`src/rtl/program_counter_stack_if.sv`:
```
`default_nettype none
// +----------------------------------------------------------------------------+
// | Module  : program_counter_stack_if                                         |
// | Brief   : Sequencer/bus-side signal bundle for program_counter_stack.      |
// |           Optional macro PC_RELJUMP_EN adds the rel request line.          |
// | Revision: 1.0  initial release                                             |
// +----------------------------------------------------------------------------+
interface program_counter_stack_if #(
    parameter int WIDTH       = 4,
    parameter int STACK_DEPTH = 4
);
    localparam int SP_W = $clog2(STACK_DEPTH + 1);

    logic [WIDTH-1:0] din;
    logic             ld;
    logic             cp;
    logic             call;
    logic             ret;
    logic             ep;
    logic             flag_clr;
`ifdef PC_RELJUMP_EN
    logic             rel;
`endif
    logic [WIDTH-1:0] pc_out;
    logic [WIDTH-1:0] bus_out;
    logic             bus_oe;
    logic [SP_W-1:0]  sp_out;
    logic             wrap;
    logic             stk_ovf;
    logic             stk_unf;

    modport master (
`ifdef PC_RELJUMP_EN
        output rel,
`endif
        output din, ld, cp, call, ret, ep, flag_clr,
        input  pc_out, bus_out, bus_oe, sp_out, wrap, stk_ovf, stk_unf
    );

    modport slave (
`ifdef PC_RELJUMP_EN
        input  rel,
`endif
        input  din, ld, cp, call, ret, ep, flag_clr,
        output pc_out, bus_out, bus_oe, sp_out, wrap, stk_ovf, stk_unf
    );
endinterface
`default_nettype wire

```
`src/rtl/program_counter_stack.sv`:
```
`default_nettype none
// +----------------------------------------------------------------------------+
// | Module  : program_counter_stack                                            |
// | Brief   : Program counter with call/return stack, sticky stack-fault flags |
// |           and registered bus drive. Macro PC_RELJUMP_EN adds relative jump.|
// | Revision: 1.0  initial release                                             |
// +----------------------------------------------------------------------------+
module program_counter_stack #(
    parameter int WIDTH       = 4,
    parameter int STACK_DEPTH = 4,
    localparam int SP_W       = $clog2(STACK_DEPTH + 1)
) (
    input  logic                   clk,
    input  logic                   rst_n,
    program_counter_stack_if.slave pc_if
);
    localparam int              IDX_W   = (STACK_DEPTH > 1) ? $clog2(STACK_DEPTH) : 1;
    localparam logic [SP_W-1:0] SP_FULL = SP_W'(STACK_DEPTH);

    logic [WIDTH-1:0] pc_q,      pc_d;
    logic [SP_W-1:0]  sp_q,      sp_d;
    logic             wrap_q,    wrap_d;
    logic             ovf_q,     ovf_d;
    logic             unf_q,     unf_d;
    logic [WIDTH-1:0] bus_out_q, bus_out_d;
    logic             bus_oe_q,  bus_oe_d;

    logic [WIDTH-1:0] stack_q [STACK_DEPTH];
    logic             push_en;
    logic             ovf_set;
    logic             unf_set;
    logic [WIDTH-1:0] pc_inc;
    logic [IDX_W-1:0] push_idx;
    logic [IDX_W-1:0] pop_idx;

    assign pc_inc   = pc_q + WIDTH'(1);
    assign push_idx = IDX_W'(sp_q);
    assign pop_idx  = IDX_W'(sp_q - SP_W'(1));

    // Single priority chain: only the winning request touches pc/sp/stack.
    always_comb begin
        pc_d    = pc_q;
        sp_d    = sp_q;
        wrap_d  = 1'b0;
        push_en = 1'b0;
        ovf_set = 1'b0;
        unf_set = 1'b0;
        if (pc_if.ld) begin
            pc_d = pc_if.din;
        end
`ifdef PC_RELJUMP_EN
        else if (pc_if.rel) begin
            pc_d = pc_q + pc_if.din;
        end
`endif
        else if (pc_if.call) begin
            if (sp_q != SP_FULL) begin
                push_en = 1'b1;
                sp_d    = sp_q + SP_W'(1);
                pc_d    = pc_if.din;
            end else begin
                ovf_set = 1'b1;
            end
        end else if (pc_if.ret) begin
            if (sp_q != '0) begin
                pc_d = stack_q[pop_idx];
                sp_d = sp_q - SP_W'(1);
            end else begin
                unf_set = 1'b1;
            end
        end else if (pc_if.cp) begin
            pc_d   = pc_inc;
            wrap_d = &pc_q;
        end
    end

    // A fault in the same cycle as flag_clr keeps the flag set.
    always_comb begin
        ovf_d     = ovf_set | (ovf_q & ~pc_if.flag_clr);
        unf_d     = unf_set | (unf_q & ~pc_if.flag_clr);
        bus_oe_d  = pc_if.ep;
        bus_out_d = pc_if.ep ? pc_q : '0;
    end

    always_ff @(posedge clk) begin
        if (!rst_n) begin
            pc_q      <= '0;
            sp_q      <= '0;
            wrap_q    <= 1'b0;
            ovf_q     <= 1'b0;
            unf_q     <= 1'b0;
            bus_out_q <= '0;
            bus_oe_q  <= 1'b0;
        end else begin
            pc_q      <= pc_d;
            sp_q      <= sp_d;
            wrap_q    <= wrap_d;
            ovf_q     <= ovf_d;
            unf_q     <= unf_d;
            bus_out_q <= bus_out_d;
            bus_oe_q  <= bus_oe_d;
        end
    end

    // Return-address storage is not reset; entries above sp are never read.
    always_ff @(posedge clk) begin
        if (rst_n && push_en) begin
            stack_q[push_idx] <= pc_inc;
        end
    end

    assign pc_if.pc_out  = pc_q;
    assign pc_if.sp_out  = sp_q;
    assign pc_if.wrap    = wrap_q;
    assign pc_if.stk_ovf = ovf_q;
    assign pc_if.stk_unf = unf_q;
    assign pc_if.bus_out = bus_out_q;
    assign pc_if.bus_oe  = bus_oe_q;
endmodule
`default_nettype wire
```
`src/flat_wrapper.sv`:
```
// flat-port wrapper written by rule: the top's interface ports become plain ports
module program_counter_stack_flat 
#(
    parameter int WIDTH       = 4,
    parameter int STACK_DEPTH = 4,
    localparam int SP_W       = $clog2(STACK_DEPTH + 1)
)
  (clk, rst_n, pc_if_din, pc_if_ld, pc_if_cp, pc_if_call, pc_if_ret, pc_if_ep, pc_if_flag_clr, pc_if_pc_out, pc_if_bus_out, pc_if_bus_oe, pc_if_sp_out, pc_if_wrap, pc_if_stk_ovf, pc_if_stk_unf);
  program_counter_stack_if #(.WIDTH(WIDTH), .STACK_DEPTH(STACK_DEPTH)) pc_if_i ();
  input  logic clk;
  input  logic rst_n;
  input wire logic [$bits(pc_if_i.din)-1:0] pc_if_din;
  input wire logic [$bits(pc_if_i.ld)-1:0] pc_if_ld;
  input wire logic [$bits(pc_if_i.cp)-1:0] pc_if_cp;
  input wire logic [$bits(pc_if_i.call)-1:0] pc_if_call;
  input wire logic [$bits(pc_if_i.ret)-1:0] pc_if_ret;
  input wire logic [$bits(pc_if_i.ep)-1:0] pc_if_ep;
  input wire logic [$bits(pc_if_i.flag_clr)-1:0] pc_if_flag_clr;
  output wire logic [$bits(pc_if_i.pc_out)-1:0] pc_if_pc_out;
  output wire logic [$bits(pc_if_i.bus_out)-1:0] pc_if_bus_out;
  output wire logic [$bits(pc_if_i.bus_oe)-1:0] pc_if_bus_oe;
  output wire logic [$bits(pc_if_i.sp_out)-1:0] pc_if_sp_out;
  output wire logic [$bits(pc_if_i.wrap)-1:0] pc_if_wrap;
  output wire logic [$bits(pc_if_i.stk_ovf)-1:0] pc_if_stk_ovf;
  output wire logic [$bits(pc_if_i.stk_unf)-1:0] pc_if_stk_unf;
  assign pc_if_i.din = pc_if_din;
  assign pc_if_i.ld = pc_if_ld;
  assign pc_if_i.cp = pc_if_cp;
  assign pc_if_i.call = pc_if_call;
  assign pc_if_i.ret = pc_if_ret;
  assign pc_if_i.ep = pc_if_ep;
  assign pc_if_i.flag_clr = pc_if_flag_clr;
  assign pc_if_pc_out = pc_if_i.pc_out;
  assign pc_if_bus_out = pc_if_i.bus_out;
  assign pc_if_bus_oe = pc_if_i.bus_oe;
  assign pc_if_sp_out = pc_if_i.sp_out;
  assign pc_if_wrap = pc_if_i.wrap;
  assign pc_if_stk_ovf = pc_if_i.stk_ovf;
  assign pc_if_stk_unf = pc_if_i.stk_unf;
  program_counter_stack #(.WIDTH(WIDTH), .STACK_DEPTH(STACK_DEPTH)) u_core (.clk(clk), .rst_n(rst_n), .pc_if(pc_if_i));
endmodule
```
`config.mk`:
```
export PLATFORM = sky130hd
export DESIGN_NAME = program_counter_stack_flat
export DESIGN_NICKNAME = d
export VERILOG_FILES = /design/src/rtl/program_counter_stack_if.sv /design/src/rtl/program_counter_stack.sv /design/src/flat_wrapper.sv
export SDC_FILE = /design/constraint.sdc
export NUM_CORES = 1
export LEC_CHECK = 0
export ABC_CLOCK_PERIOD_IN_PS = 6100
export CAP_MARGIN = 30
export CORE_AREA = 2 2 55 57
export DETAILED_ROUTE_END_ITERATION = 7
export DIE_AREA = 0 0 57 59
export GPL_TIMING_DRIVEN = 1
export PLACE_DENSITY_LB_ADDON = 0.25
export SLEW_MARGIN = 20
export SYNTH_ARGS = -nofsm -noshare
export SYNTH_HDL_FRONTEND = slang
export SYNTH_SLANG_ARGS = --single-unit
```
`constraint.sdc`:
```
create_clock -name clk -period 6.1 [get_ports clk]
set_clock_uncertainty 0.15 [all_clocks]
set_input_delay 1.22 -clock clk [delete_from_list [all_inputs] [get_ports clk]]
set_output_delay 1.22 -clock clk [all_outputs]
set_load 0.02 [all_outputs]
```
Yosys cells after proc, flatten, opt, wreduce, memory -nomap -nowiden
Memory sizes are Yosys's and may differ from the RTL's.
Index checks and enable logic that the tools add are counted.
{"block": "classes", "n_mux": 22, "reduce_logical": 10, "bitwise": 8, "mul": 0, "n_addsub": 3, "n_eq_ne": 4, "shift": 0, "div": 0, "magnitude_cmp": 0}
{"cell": "4-bit two-way mux", "n": 6}
{"cell": "1-bit two-way mux", "n": 12}
{"cell": "3-bit two-way mux", "n": 4}
{"cell": "4-bit AND reduction", "n": 2}
{"cell": "5-bit OR reduction", "n": 1}
{"cell": "4-bit by 1-bit adder with 4-bit output (second input constant)", "n": 1}
{"cell": "4-bit by 3-bit != test with 1-bit output (second input constant)", "n": 1}
{"cell": "1-bit NOT", "n": 4}
{"cell": "2-bit nonzero test", "n": 2}
{"cell": "4-bit nonzero test", "n": 1}
{"cell": "3-bit by 1-bit adder with 3-bit output (second input constant)", "n": 1}
{"cell": "3-bit by 2-bit != test with 1-bit output (second input constant)", "n": 1}
{"cell": "3-bit != test (second input constant)", "n": 1}
{"cell": "3-bit AND reduction", "n": 1}
{"cell": "3-bit nonzero test", "n": 1}
{"cell": "3-bit by 1-bit subtractor with 3-bit output (second input constant)", "n": 1}
{"cell": "1-bit bitwise AND", "n": 2}
{"cell": "2-bit by 1-bit != test with 1-bit output (second input constant)", "n": 1}
{"cell": "1-bit bitwise OR", "n": 2}
{"cell": "2-bit AND reduction", "n": 1}
{"cell": "1-bit logical AND", "n": 1}
{"block": "totals", "mem_count": 1, "latchBits": 0, "word_cells": 55, "out_inout_bits": 15, "mem_bits_rw": 16, "mem_bits_ro": 0, "regBits": 15}
{"memory": "u_core.stack_q", "depth": 4, "word_bits": 4, "read_ports": 1, "rd_ports_with_merged_regs": 0, "write_ports": 1, "line_no": "program_counter_stack.sv:28", "source": "logic [WIDTH-1:0] stack_q [STACK_DEPTH];"}

Depth between registers and ports, before layout
{"block": "depth", "depth_word": 7, "ltp_mapped": 9, "depth_no_buf": 7}

Worst setup path after synthesis
Ideal clock, no wire load.
{"block": "synth_path", "kind": "input -> register", "from": "input pc_if_ret", "to": "register u_core.pc_q[3], in the netlist u_core.pc_if.pc_out[3]", "setup_slack_ns": 3.325, "arrival_time_ns": 2.503, "path_stages": 6, "t_required_ns": 5.828, "path_buffers": 2, "setup_ns": 0.122, "path_cell_list": "buf_6 or2_0 a311o_1 buf_6 and3_4 a221o_1"}
{"block": "synth_via", "elab_chain_len": 3}
{"item": "from (decl)", "line_no": "flat_wrapper.sv:16", "source": "input wire logic [$bits(pc_if_i.ret)-1:0] pc_if_ret;"}
{"item": "4-bit two-way mux", "line_no": "program_counter_stack.sv:64", "source": "end else if (pc_if.ret) begin"}
{"item": "4-bit two-way mux", "line_no": "program_counter_stack.sv:56", "source": "else if (pc_if.call) begin"}
{"item": "4-bit two-way mux", "line_no": "program_counter_stack.sv:48", "source": "if (pc_if.ld) begin"}
{"item": "to (signal assigned)", "line_no": "program_counter_stack.sv:95", "source": "pc_q <= pc_d;"}
{"item": "to (decl)", "line_no": "program_counter_stack.sv:20", "source": "logic [WIDTH-1:0] pc_q, pc_d;"}
Parallel ways exist; a longest one is shown, timed or not.
A chain may end at the register's enable or synchronous reset.

Final worst setup path
Same ends and word-level chain as after synthesis.

==> impl_metrics.json <==
{
  "status": "complete, no violations",
  "r2r.worst_path.cells": 7,
  "crit_slowest_cell": "clkdlybuf4s50_1",
  "peakVddDrop_mv": 0.163,
  "max_freq_mhz": 330,
  "clock_path_buffers": 2,
  "netlist-cell-type-count": 36,
  "rrSetupSlack_ns": 3.62,
  "antenna_cells": 0,
  "ys_ff_latch": 31,
  "worst_ep_required_time_ns": 6.18,
  "grt_overflow_total": 0,
  "final_nets": 163,
  "fin_crit_sh_pct": 49.6,
  "postCtsSetupRepairBufs": 0,
  "drive_gt1_share_pct": 9.66,
  "crit_path_start_kind": "input pin",
  "antenna_left": 0,
  "cts_tree": "yes",
  "seq_area_frac_synth_pct": 55.1,
  "start_util_pct": 52.3,
  "p_leak_nw": 0.634,
  "grt_max_degree": 17,
  "r2r_start": "u_core.pc_if.sp_out[0]",
  "hpwl_um": 2090,
  "ys.flop_type": "edfxtp_1",
  "powerDensity_nw_per_um2": 250,
  "fp.dieH_um": 59,
  "cts.sinks": 31,
  "critPathKind": "in -> reg",
  "slowest_delay_ns": 0.57,
  "worstPathCellList": "clkdlybuf4s50_1, or2_0, a311o_1, and3_4, a221o_1",
  "endpoint": "u_core.pc_if.pc_out[3]",
  "drc": 0,
  "utilization_pct": 64.1,
  "layout_common_cells": "26 x clkdlybuf4s50_1, 16 x edfxtp_1, 15 x dfxtp_1, 7 x inv_1, 7 x ha_1",
  "worst_slew_pin_slew_ns": 0.477,
  "cts-hold-fix-buffers": 0,
  "critPathBufInv": 1,
  "crit_arrival_ns": 3.11,
  "min_path_type": "reg -> reg",
  "cp.depth": 5,
  "synthArstFlopShare_pct": 0,
  "vias": 991,
  "htree_num_levels": 2,
  "cts.reportedPaths.clkPinSlew_ns": 0.10,
  "layout_commonest_cell": "clkdlybuf4s50_1",
  "root_buffer": "clkbuf_4",
  "hold_viol_final": 0,
  "synth_edf_count": 16,
  "rsz0062_at_grt": "no",
  "syn2layout_area_growth_pct": 22.5,
  "relSlewSlack_pct": 68.1,
  "r2r-end": "u_core.pc_if.pc_out[3]",
  "port_buffers": 26,
  "finalSetupViolCount": 0,
  "slew_viol_final": 0,
  "maxCapViolCount": 0,
  "viasPerCell": 5.63,
  "cts_resized": 0,
  "yosys_warnings": 0,
  "syn_avg_cell_area_um2": 12.1,
  "worstSetupEndpointType": "register",
  "path_max_fanout": 10,
  "crit_family": "compound AO/OA/AOI/OAI gates",
  "fin_crit_ns": 3.03,
  "n_fill_cell": 230,
  "numCtsBuffers": 5,
  "routabilityCongestion": 0.820,
  "routed_wl_um": 2750,
  "die_w_um": 57,
  "syn-instance-count": 117,
  "ios": 27,
  "syn_area_um2": 1420,
  "syn_nets": 136,
  "grt_usage_pct": 18.6,
  "drtPass1Iterations": 4,
  "startpoint": "pc_if_ret",
  "grt_pass1_vias": 986,
  "rows": 19,
  "wl_per_cell_um": 15.6,
  "drt_iter0_drc": 32,
  "dieArea_um2": 3360,
  "grt_pass1_wl_um": 4590,
  "clkLatencyLatePin_ns": 0.33,
  "core_area_um2": 2710,
  "antenna_found_initial": 0,
  "fin_tns_setup_ns": 0
}
[through the flow]
stage	setup slack [ns]	total power [mW]	hold WS, ns	area [um2]	cells
after floorplan	3.33	0.288	0.393	1420	117
after detailed placement	2.68	0.319	0.330	1680	168
after global placement	2.70	0.317	0.327	1680	168
after CTS	3.04	0.438	0.351	1740	176
final	3.07	0.434	0.342	1740	176
after global routing	2.88	0.454	0.377	1740	176
[cell families (layout without fill, tap and decap cells)]
kind of cell / count (synthesis) / count (layout) / synth area share [%]
XOR/XNOR: 3 / 3 / 1.85
buffers and inverters: 13 / 41 / 4.59
AO/OA/AOI/OAI: 22 / 22 / 10.3
adder cells (fa/ha/maj): 7 / 7 / 6.18
multiplexers: 6 / 6 / 7.94
flip-flops: 31 / 31 / 55.1
AND/OR/NAND/NOR: 35 / 35 / 14.0
[synthesized netlist by cell type, types with 3 or more instances]
cell type	instances	area [um2]
ha_1	7	87.6
edfxtp_1	16	480
clkbuf_1	3	11.3
a21oi_1	6	30.0
inv_1	7	26.3
dfxtp_1	15	300
mux4_2	4	90.1
o21ai_0	4	20.0
nand2_1	5	18.8
nor2_1	6	22.5
o211ai_1	3	22.5
and3_1	4	25.0
and2_1	5	31.3
[worst min-delay path, cell delays in order (launching register included)]
cell      delay (ns)
dfxtp_1         0.33
nand2b_1        0.07
a21oi_1         0.06
[area by class of cell]
| type | count | area (um2) | area share [%] |
|---|---|---|---|
| Sequential cell | 31 | 781 | 45.0 |
| Multi-Input combinational cell | 73 | 572 | 32.9 |
| Timing Repair Buffer | 26 | 260 | 15.0 |
| Clock buffer | 7 | 55.1 | 3.17 |
| Tap cell | 31 | 38.8 | 2.23 |
| Inverter | 7 | 26.3 | 1.51 |
| Clock inverter | 1 | 3.75 | 0.216 |
[layer usage]
layer  part of all wire (%)  GRT usage (%)
met1                     45           24.0
met4                    1.7           8.97
met2                     49           29.4
met3                    4.4           5.02
met5                      0              0
[registers in the layout, indices dropped and copies added, names as in the netlist]
signal and flops:
u_core.stack_q 16, u_core.pc_if.stk_ovf 1, u_core.pc_if.stk_unf 1, u_core.pc_if.sp_out 3, u_core.pc_if.bus_oe 1, u_core.pc_if.pc_out 4, u_core.pc_if.bus_out 4, u_core.pc_if.wrap 1
[worst min-delay path by stage]
stage	startpoint	end	slack, ns	cells after the start
2_1_floorplan	u_core.pc_if.stk_ovf	u_core.pc_if.stk_ovf	0.39	2
3_3_place_gp	u_core.pc_if.stk_ovf	u_core.pc_if.stk_ovf	0.33	2
3_5_place_dp	u_core.pc_if.stk_ovf	u_core.pc_if.stk_ovf	0.33	2
4_1_cts	u_core.pc_if.stk_ovf	u_core.pc_if.stk_ovf	0.35	2
5_1_grt	u_core.pc_if.stk_ovf	u_core.pc_if.stk_ovf	0.38	2
6_report	u_core.pc_if.stk_ovf	u_core.pc_if.stk_ovf	0.34	2
[power breakdown]
group          internal [mW]  total (mW)  switching, mW
Combinational         0.0370      0.0758         0.0388
Sequential             0.229       0.238        0.00834
Clock                 0.0552       0.121         0.0655
Note: power is estimated with default switching activity, not from simulation.
